File: config.mk
export PLATFORM = sky130hd
export DESIGN_NAME = instr_fetch
export DESIGN_NICKNAME = d
export VERILOG_FILES = /design/src/rtl/fetch_pkg.sv /design/src/rtl/instr_len_decode.sv /design/src/rtl/instr_fetch.sv
export SDC_FILE = /design/constraint.sdc
export NUM_CORES = 1
export LEC_CHECK = 0
export BUFFER_PORTS_ARGS = -buffer_cell sky130_fd_sc_hd__buf_2
export CAP_MARGIN = 40
export CORE_MARGIN = 5
export CORE_UTILIZATION = 45
export DETAILED_ROUTE_END_ITERATION = 10
export PLACE_DENSITY = 0.69
export SLEW_MARGIN = 20
export SYNTH_ARGS = -nofsm -noshare
export SYNTH_HDL_FRONTEND = slang
export SYNTH_SLANG_ARGS = --single-unit
File: constraint.sdc
create_clock -name clk -period 2.3 [get_ports clk]
set_clock_uncertainty 0.05 [all_clocks]
set_input_delay 0.345 -clock clk [delete_from_list [all_inputs] [get_ports clk]]
set_output_delay 0.345 -clock clk [all_outputs]
set_load 0.05 [all_outputs]
File: src/rtl/fetch_pkg.sv
// Shared fetch definitions: FSM states and the two-word opcode encodings (lds/sts, jmp/call).
// Pure declarations; is_two_word is combinational and is also reused by decode.
package fetch_pkg;

   typedef enum logic [1:0] {WARM, FETCH1, FETCH2} fetch_state_t;

   localparam logic [15:0] LDS_STS_MASK   = 16'hFC0F;
   localparam logic [15:0] LDS_STS_MATCH  = 16'h9000;
   localparam logic [15:0] JMP_CALL_MASK  = 16'hFE0C;
   localparam logic [15:0] JMP_CALL_MATCH = 16'h940C;

   function automatic logic is_two_word(input logic [15:0] w);
      return ((w & LDS_STS_MASK) == LDS_STS_MATCH) ||
             ((w & JMP_CALL_MASK) == JMP_CALL_MATCH);
   endfunction

endpackage

File: src/rtl/instr_len_decode.sv
// Flags a first instruction word that needs a second word; combinational, no handshake.
module instr_len_decode
   import fetch_pkg::*;
#(
   parameter int DATA_WIDTH = 16
) (
   input  logic [DATA_WIDTH-1:0] i_word,
   output logic                  o_two_word
);

   assign o_two_word = is_two_word(i_word[15:0]);

endmodule

File: src/rtl/instr_fetch.sv
// Fetch front end: PC -> ROM, one/two-word assembly, valid/ready to decode; holds everything while decode stalls.
// Optional FETCH_SKIP_EN adds a skip input that silently drops the next assembled instruction.
module instr_fetch
   import fetch_pkg::*;
#(
   parameter int DATA_WIDTH = 16,
   parameter int ADDR_WIDTH = 8,
   parameter int RESET_PC   = 0
) (
   input  logic                  clk,
   input  logic                  rst_n,
   output logic [ADDR_WIDTH-1:0] rom_addr,
   input  logic [DATA_WIDTH-1:0] rom_data,
   input  logic                  branch_en,
   input  logic [ADDR_WIDTH-1:0] branch_addr,
`ifdef FETCH_SKIP_EN
   input  logic                  skip,
`endif
   output logic                  instr_valid,
   input  logic                  instr_ready,
   output logic [DATA_WIDTH-1:0] instr,
   output logic [DATA_WIDTH-1:0] instr_ext,
   output logic                  instr_two,
   output logic [ADDR_WIDTH-1:0] instr_pc
);

   localparam logic [ADDR_WIDTH-1:0] RST_PC = ADDR_WIDTH'(RESET_PC);

   fetch_state_t          r_state, w_state_nxt;
   logic [ADDR_WIDTH-1:0] r_pc, w_pc_nxt;
   logic                  r_valid, w_valid_nxt;
   logic [DATA_WIDTH-1:0] r_instr, w_instr_nxt;
   logic [DATA_WIDTH-1:0] r_ext, w_ext_nxt;
   logic                  r_two, w_two_nxt;
   logic [ADDR_WIDTH-1:0] r_ipc, w_ipc_nxt;
   logic [DATA_WIDTH-1:0] r_w1, w_w1_nxt;
   logic [ADDR_WIDTH-1:0] r_w1_pc, w_w1_pc_nxt;
   logic                  w_two;
   logic                  w_free;
   logic                  w_drop;

   instr_len_decode #(.DATA_WIDTH(DATA_WIDTH)) u_len (
      .i_word     (rom_data),
      .o_two_word (w_two)
   );

   assign w_free = !r_valid || instr_ready;

`ifdef FETCH_SKIP_EN
   logic r_skip, w_skip_nxt;

   assign w_drop = r_skip;

   // Flag clears once the dropped instruction has been fully consumed from ROM.
   always_comb begin
      w_skip_nxt = r_skip | skip;
      if (branch_en)
         w_skip_nxt = 1'b0;
      else if (r_skip && w_free &&
               ((r_state == FETCH1 && !w_two) || r_state == FETCH2))
         w_skip_nxt = skip;
   end

   always_ff @(posedge clk or negedge rst_n) begin
      if (!rst_n) r_skip <= 1'b0;
      else        r_skip <= w_skip_nxt;
   end
`else
   assign w_drop = 1'b0;
`endif

   always_comb begin
      w_state_nxt = r_state;
      w_pc_nxt    = r_pc;
      w_valid_nxt = r_valid;
      w_instr_nxt = r_instr;
      w_ext_nxt   = r_ext;
      w_two_nxt   = r_two;
      w_ipc_nxt   = r_ipc;
      w_w1_nxt    = r_w1;
      w_w1_pc_nxt = r_w1_pc;
      if (branch_en) begin
         w_pc_nxt    = branch_addr;
         w_state_nxt = FETCH1;
         w_valid_nxt = 1'b0;
      end else begin
         case (r_state)
            WARM: w_state_nxt = FETCH1;
            FETCH1: if (w_free) begin
               w_pc_nxt = r_pc + 1'b1;
               if (w_two) begin
                  w_w1_nxt    = rom_data;
                  w_w1_pc_nxt = r_pc;
                  w_state_nxt = FETCH2;
                  w_valid_nxt = 1'b0;
               end else if (w_drop) begin
                  w_valid_nxt = 1'b0;
               end else begin
                  w_instr_nxt = rom_data;
                  w_ext_nxt   = '0;
                  w_two_nxt   = 1'b0;
                  w_ipc_nxt   = r_pc;
                  w_valid_nxt = 1'b1;
               end
            end
            FETCH2: if (w_free) begin
               w_pc_nxt    = r_pc + 1'b1;
               w_state_nxt = FETCH1;
               if (w_drop) begin
                  w_valid_nxt = 1'b0;
               end else begin
                  w_instr_nxt = r_w1;
                  w_ext_nxt   = rom_data;
                  w_two_nxt   = 1'b1;
                  w_ipc_nxt   = r_w1_pc;
                  w_valid_nxt = 1'b1;
               end
            end
            default: w_state_nxt = WARM;
         endcase
      end
   end

   always_ff @(posedge clk or negedge rst_n) begin
      if (!rst_n) begin
         r_state <= WARM;
         r_pc    <= RST_PC;
         r_valid <= 1'b0;
         r_instr <= '0;
         r_ext   <= '0;
         r_two   <= 1'b0;
         r_ipc   <= '0;
         r_w1    <= '0;
         r_w1_pc <= '0;
      end else begin
         r_state <= w_state_nxt;
         r_pc    <= w_pc_nxt;
         r_valid <= w_valid_nxt;
         r_instr <= w_instr_nxt;
         r_ext   <= w_ext_nxt;
         r_two   <= w_two_nxt;
         r_ipc   <= w_ipc_nxt;
         r_w1    <= w_w1_nxt;
         r_w1_pc <= w_w1_pc_nxt;
      end
   end

   assign rom_addr    = r_pc;
   assign instr_valid = r_valid;
   assign instr       = r_instr;
   assign instr_ext   = r_ext;
   assign instr_two   = r_two;
   assign instr_pc    = r_ipc;

endmodule

==> results of run 1 <==
-- cell usage in the layout (no fill, tap or decap), drive strengths merged, types with 2 or more instances in the layout --
master,instances
o21ai,9
clkinv,2
o211ai,2
a31oi,2
clkbuf,11
and2,4
a21boi,2
inv,4
mux2i,3
nand4,3
buf,93
ha,5
nand2b,3
mux2,66
a32o,2
nand3,8
dfrtp,76
nand2,13
nor2,5
or4,3
a22o,14
xor2,3
clkinvlp,2
-- worst min-delay path, delay by kind of cell --
kind                   cells  cell delay, ns
buffers and inverters      1            0.08
AND/OR/NAND/NOR            2            0.09
-- synth_stat cells, types with 2 or more instances --
master / n
nand2_1: 13
or4_1: 2
ha_1: 5
a32o_1: 2
o21ai_0: 8
a31oi_1: 2
buf_6: 4
xor2_1: 3
buf_2: 3
mux2_2: 31
nand3_1: 8
a21boi_0: 2
a22o_1: 14
inv_1: 3
dfrtp_1: 76
clkbuf_1: 8
mux2i_1: 3
mux2_4: 35
nor2_1: 5
nand2b_1: 3
and2_1: 4
nand4_1: 2
o211ai_1: 2
-- stage by stage --
stage               utilization  hold WS [ns]  cell area (sq um)  power [W]
floorplan                     -     -0.000591               3570    0.00392
global placement          0.538         0.248               4160    0.00454
detailed placement        0.538         0.252               4160    0.00458
CTS                       0.566         0.148               4380    0.00566
global route              0.566         0.155               4380    0.00588
finish                    0.566         0.162               4380    0.00561
-- registers in the layout, summed over array words and instances, names as in the netlist --
register     cells
instr           16
instr_two        1
instr_valid      1
r_state          2
instr_pc         8
rom_addr         8
r_w1_pc          8
instr_ext       16
r_w1            16
-- routing by layer --
| metal | up-vias | GRT usage | part of all wire |
|---|---|---|---|
| li1 | 1111 | - | - |
| met1 | 1202 | 0.225 | 0.48 |
| met4 | 0 | 0.0567 | 0.0044 |
| met2 | 46 | 0.261 | 0.47 |
| met3 | 4 | 0.0358 | 0.043 |
| met5 | - | 0 | 0 |
-- path summary, 6_finish.rpt --
| kind | slack [ns] | from | to | cells past startpoint |
|---|---|---|---|---|
| worst max-delay path | 0.23 | r_state[1] | instr[9] | 6 |
| worst min-delay path | 0.16 | branch_addr[6] | rom_addr[6] | 3 |
| worst max register to register | 0.23 | r_state[1] | instr[9] | 6 |
| worst min register to register | 0.43 | r_w1[12] | r_w1[12] | 1 |
| max in group asynchronous | 1.18 | rst_n | instr[10] | 3 |
| min in group asynchronous | 0.43 | rst_n | instr_ext[8] | 2 |
-- repair_timing --
action	4_1_cts	5_1_grt
hold endpoints to repair	28	0
buffers inserted	0	0
resized for setup	0	0
hold buffers	1	0
-- cell type report --
class / count / area share
Multi-Input combinational cell: 160 / 0.358
Tap cell: 102 / 0.0292
Timing Repair Buffer: 94 / 0.127
Inverter: 4 / 0.00343
Clock buffer: 11 / 0.0346
Sequential cell: 76 / 0.435
Clock inverter: 5 / 0.0134
-- power groups by stage --
stage               clock network (W)  registers (W)  logic, W
floorplan                           0        0.00294  0.000977
global placement                    0        0.00193   0.00261
detailed placement                  0        0.00193   0.00265
CTS                           0.00109        0.00191   0.00266
global route                  0.00115        0.00195   0.00277
finish                        0.00106        0.00191   0.00263
-- logic make-up (layout without fill, tap and decap cells) --
kind of cell | count (synthesis) | after routing
xor+xnor | 4 | 4
simple gates | 46 | 46
compound gates | 36 | 36
mux | 69 | 69
flops | 76 | 76
buf+inv | 19 | 114
fa+ha+maj | 5 | 5
==> metrics.md, run 1 <==
| Metric | Value |
|---|---|
| Switching Share | 0.438 |
| Synth Area in Simple Gates | 0.0732 |
| TritonCTS Buffers | 9 |
| Clock root buffer | clkbuf_8 |
| WP data required | 2.47 ns |
| Layout area overhead | 22.5% |
| Post-DP HPWL | 5480 um |
| Row count | 32 |
| Critical Path AT | 2.24 ns |
| Startpoint Class | register |
| Crit. End Element | register |
| DRT Pass-1 Iters | 4 |
| HP Class | primary input to register |
| Maximum clock frequency | 0.483 GHz |
| Final hold violations | 0 |
| DRT Wirelength | 7770 um |
| Final antenna-violating net count | 0 |
| Post-synthesis xor/xnor area fraction | 0.00981 |
| Largest family of logic cells by synthesized area | multiplexers |
| Cell Chain, Critical Path | inv_1 -> ha_1 -> nor2_1 -> a311oi_4 -> buf_12 -> mux2_4 |
| Share of cells above drive strength 1 | 0.517 |
| Netlist Area Pre-Place | 3570 sq um |
| GRT Total Usage | 0.165 |
| Register Area | 1900 sq um |
| Max-Cap Viols | 0 |
| Final WS setup | 0.232 ns |
| Die Wd | 99.1 um |
| Die height | 99.1 um |
| Part of the power in registers | 0.340 |
| Antenna cell count | 0 |
| Initial Util | 0.462 |
| Mux share of post-synthesis cell area | 0.253 |
| Area of the multi-input gates | 1570 sq um |
| Share of the synthesized area in the top cell type | 0.532 |
| Max IR drop VDD | 0.000677 V |
| Share of total power in combinational logic | 0.470 |
| Syn nets | 288 |
| Post-synthesis compound-gate area fraction | 0.0844 |
| Clk pwr share | 0.190 |
| Post-synthesis adder-cell area fraction | 0.0175 |
| H-tree depth | 3 |
| Post-Syn Area per Cell | 14.0 sq um |
| Io pins | 78 |
| Setup TNS | 0 ns |
| Crit path buffers/inverters | 2 |
| Setup CP Type | register to register |
| Worst-margin pin slew | 0.511 ns |
| Worst skew pair latency | 0.33 ns |
| RSZ-0062 raised after global routing | false |
| Psw | 0.00246 W |
| Dpl ws | 0.159 ns |
| Yosys reg bits | 76 |
| Syn Inst Count | 255 |
| Fin nets | 378 |
| CTS Buffer Depth | 2 |
| Initial drt markers | 90 |
| Number of global-route vias before repair | 2530 |
| LEAKAGE | 2.22 nW |
| Final Cycle Share | 0.899 |
| Port Buffers | 77 |
| Largest net degree at the start of global routing | 33 |
| Slew Viols, Final | 0 |
| CP Max Fanout | 14 |
| FILL cells | 649 |
| CTS tree | done |
| Internal power | 0.00315 W |
| EDFF count, synth | 0 |
| Via-to-Cell Ratio | 5.23 |
| Vias | 2363 |
| Final setup viols | 0 |
| Ys flop type | dfrtp_1 |
| DP Cell Count | 435 |
| Initial antenna violation count | 0 |
| Reg clk slew, reported paths | 0.08 ns |
| FFs w/ async S/R, synth | 1.00 |
| Distinct cell type count after synthesis | 40 |
| Slowest cell on the critical path | a311oi_4 |
| Final Non-Filler Cells | 452 |
| Worst relative slew slack | 0.660 |
| Die ar. | 9820 sq um |
| Number of remaining DRC errors | 0 |
| Gpl congestion | 0.770 |
| WL/cell | 17.2 um |
| Ys Warns | 0 |
| Overflow after GRT | 0 |
| Top Family by Delay on Critical Path | compound AO/OA/AOI/OAI gates |
| Status | finished, final reports clean |
| Most area-consuming cells after synthesis | dfrtp_1, mux2_4, mux2_2 |
| Largest stage delay on the critical path | 0.50 ns |
| Clock Sinks | 76 |
| First-pass GRT wire length | 12900 um |
| Minimum clock period | 2.07 ns |
| Sequential area share after synthesis | 0.532 |
| Core area | 7730 sq um |
| Cell taking the most area after synthesis | dfrtp_1 |
| Pwr dens | 1280 nW/um^2 |
Note: power is estimated with default switching activity, not from simulation.
==> run 2: changes to the inputs <==
--- a/config.mk
+++ b/config.mk
@@ -5,12 +5,12 @@
 export SDC_FILE = /design/constraint.sdc
 export NUM_CORES = 1
 export LEC_CHECK = 0
-export BUFFER_PORTS_ARGS = -buffer_cell sky130_fd_sc_hd__buf_2
+export BUFFER_PORTS_ARGS = -buffer_cell sky130_fd_sc_hd__clkbuf_2
 export CAP_MARGIN = 40
 export CORE_MARGIN = 5
 export CORE_UTILIZATION = 45
 export DETAILED_ROUTE_END_ITERATION = 10
-export PLACE_DENSITY = 0.69
+export PLACE_DENSITY = 0.68
 export SLEW_MARGIN = 20
 export SYNTH_ARGS = -nofsm -noshare
 export SYNTH_HDL_FRONTEND = slang
==> metrics.md, run 2 (synthesis gave the netlist of run 1 again) <==
| Metric | Value |
|---|---|
| Switching Share | 0.433 (-0.00485) |
| Layout area overhead | 22.6% (about the same) |
| Final setup viols | 0 (unchanged) |
| Die Wd | 99.1 um (unchanged) |
| Largest net degree at the start of global routing | 41 (+24%) |
| WL/cell | 16.7 um (-2.6%) |
| Gpl congestion | 0.820 (+6.5%) |
| Placed Area | 4140 sq um (-0.48%) |
| Via-to-Cell Ratio | 5.08 (-2.8%) |
| Die ar. | 9820 sq um (unchanged) |
| CTS tree | done |
| Worst relative slew slack | 0.681 (+0.0218) |
| Setup CP Type | register to register |
| Setup TNS | 0 ns (unchanged) |
| Cell Chain, Critical Path | inv_1 -> ha_1 -> nor2_1 -> a311oi_4 -> buf_12 -> mux2_2 |
| Core area | 7730 sq um (unchanged) |
| CTS Hold Bufs | 1 (unchanged) |
| Row count | 32 (unchanged) |
| HP Class | primary input to register |
| Crit. End Element | register |
| FF-to-FF path depth | 6 (unchanged) |
| DRT Wirelength | 7550 um (-2.8%) |
| Fin util | 0.567 (about the same) |
| CP Max Fanout | 20 (+6) |
| TritonCTS Buffers | 9 (unchanged) |
| H-tree depth | 3 (unchanged) |
| Dpl ws | 0.178 ns (+0.0188 ns) |
| Reg-to-Reg End | instr_pc[4] |
| Port Buffers | 77 (unchanged) |
| Slowest cell on the critical path | dfrtp_1 |
| Hold path depth | 3 (unchanged) |
| Hold path startpoint | branch_addr[6] |
| Clock root buffer | clkbuf_8 |
| Hold Crit Endpoint | rom_addr[6] |
| Post-DP HPWL | 5450 um (-0.61%) |
| Antenna cell count | 0 (unchanged) |
| Psw | 0.00245 W (-0.11%) |
| Overflow after GRT | 0 (unchanged) |
| Vias | 2292 (-3.0%) |
| Clock Sinks | 76 (unchanged) |
| Setup bufs post-CTS | 0 (unchanged) |
| Pwr dens | 1290 nW/um^2 (+0.95%) |
| CTS Buffer Depth | 2 (unchanged) |
| Worst skew pair latency | 0.34 ns (about the same) |
| First-pass GRT wire length | 12700 um (-1.6%) |
| Slew Viols, Final | 0 (unchanged) |
| Initial drt markers | 118 (+31%) |
| Clk pwr share | 0.205 (+0.015) |
| Finished Cell Area | 4380 sq um (about the same) |
| Share of cells above drive strength 1 | 0.516 (-0.00138) |
| WP data required | 2.48 ns (about the same) |
| Max IR drop VDD | 0.000995 V (+47%) |
| Die height | 99.1 um (unchanged) |
| RSZ-0062 raised after global routing | false |
| Number of global-route vias before repair | 2463 (-2.6%) |
| Final Cycle Share | 0.821 (-0.0784) |
| Initial antenna violation count | 0 (unchanged) |
| GRT Total Usage | 0.161 (-0.00347) |
| Status | finished, final reports clean |
| Reg clk slew, reported paths | 0.07 ns (about the same) |
| Worst-margin pin slew | 0.478 ns (-0.0328 ns) |
| Largest stage delay on the critical path | 0.41 ns (-0.09 ns) |
| WHS | 0.162 ns (+0.000449 ns) |
| Critical Path AT | 2.06 ns (-0.18 ns) |
| Part of the power in registers | 0.337 (-0.003) |
| Final WS setup | 0.412 ns (+0.180 ns) |
| DRT Pass-1 Iters | 4 (unchanged) |
| Final hold violations | 0 (unchanged) |
| Number of remaining DRC errors | 0 (unchanged) |
| Reg2reg start | r_state[0] |
| Post-CTS Resized | 0 (unchanged) |
| Startpoint Class | register |
| Fin nets | 377 (-0.26%) |
| Maximum clock frequency | 0.530 GHz (+9.5%) |
| Final antenna-violating net count | 0 (unchanged) |
| Initial Util | 0.462 (unchanged) |
| Most frequent cells in the layout | clkbuf_2, dfrtp_1, mux2_4 |
| LEAKAGE | 2.22 nW (about the same) |
| Max-Cap Viols | 0 (unchanged) |
| R2R setup slack | 0.41 ns (+0.18 ns) |
| Minimum clock period | 1.89 ns (-0.180 ns) |
| Share of total power in combinational logic | 0.458 (-0.012) |
| Internal power | 0.00321 W (+1.9%) |
| Io pins | 78 (unchanged) |
[run 2: cell count changes in the layout (fill, tap and decap cells not counted), moves of 2 or more]
| cell | delta |
|---|---|
| buf_2 | -76 |
| clkinvlp_4 | -2 |
| clkinv_4 | +3 |
| clkbuf_2 | +76 |
[run 2: area by class of cell]
cell class              count  area (sq um)
clock buffers              10           138
clock inverters             6          95.1
fillers                   643          3350
inverters                   4          15.0
multi-input cells         160          1570
flip-flops and latches     76          1900
well taps                 102           128
repair buffers             93           536
[run 2: critical path, delay by kind of cell (launching register included)]
kind / cells / cell delay [ns]
AOI/OAI and AO/OA: 1 / 0.33
muxes: 1 / 0.35
and+or+nand+nor: 1 / 0.09
adders and majority gates: 1 / 0.19
DFF: 1 / 0.41
buffers and inverters: 2 / 0.35
[run 2: worst max path at each step]
| stage | startpoint | to | slack, ns | depth (start not counted) |
|---|---|---|---|---|
| final | r_state[0] | instr_pc[4] | 0.41 | 6 |
| after global routing | r_state[0] | instr_pc[4] | 0.32 | 6 |
| after CTS | r_state[0] | instr_pc[4] | 0.41 | 6 |
| after detailed placement | rom_data[3] | r_w1_pc[5] | 0.18 | 6 |
| after global placement | rom_data[10] | r_w1_pc[3] | 0.21 | 6 |
| after floorplan | instr_valid | instr[0] | 0.17 | 6 |
[run 2: power groups by stage]
stage | clock [W] | combinational, W | sequential, W
2_1_floorplan | 0 | 0.000977 | 0.00294
3_3_place_gp | 0 | 0.00258 | 0.00194
3_5_place_dp | 0 | 0.00262 | 0.00194
4_1_cts | 0.00119 | 0.00262 | 0.00192
5_1_grt | 0.00126 | 0.00274 | 0.00195
6_report | 0.00116 | 0.00259 | 0.00191
[run 2: metrics by stage]
stage | cells | total power [W]
finish | 451 | 0.00566
detailed placement | 434 | 0.00455
global placement | 434 | 0.00452
global route | 451 | 0.00595
CTS | 451 | 0.00573
floorplan | 255 | 0.00392
[run 2: routing by layer]
metal / vias up / GRT usage / wire length, um
li1: 1110 / - / -
met1: 1110 / 0.214 / 3390
met2: 61 / 0.256 / 3600
met3: 11 / 0.0484 / 457
met4: 0 / 0.0483 / 103
met5: - / 0 / 0
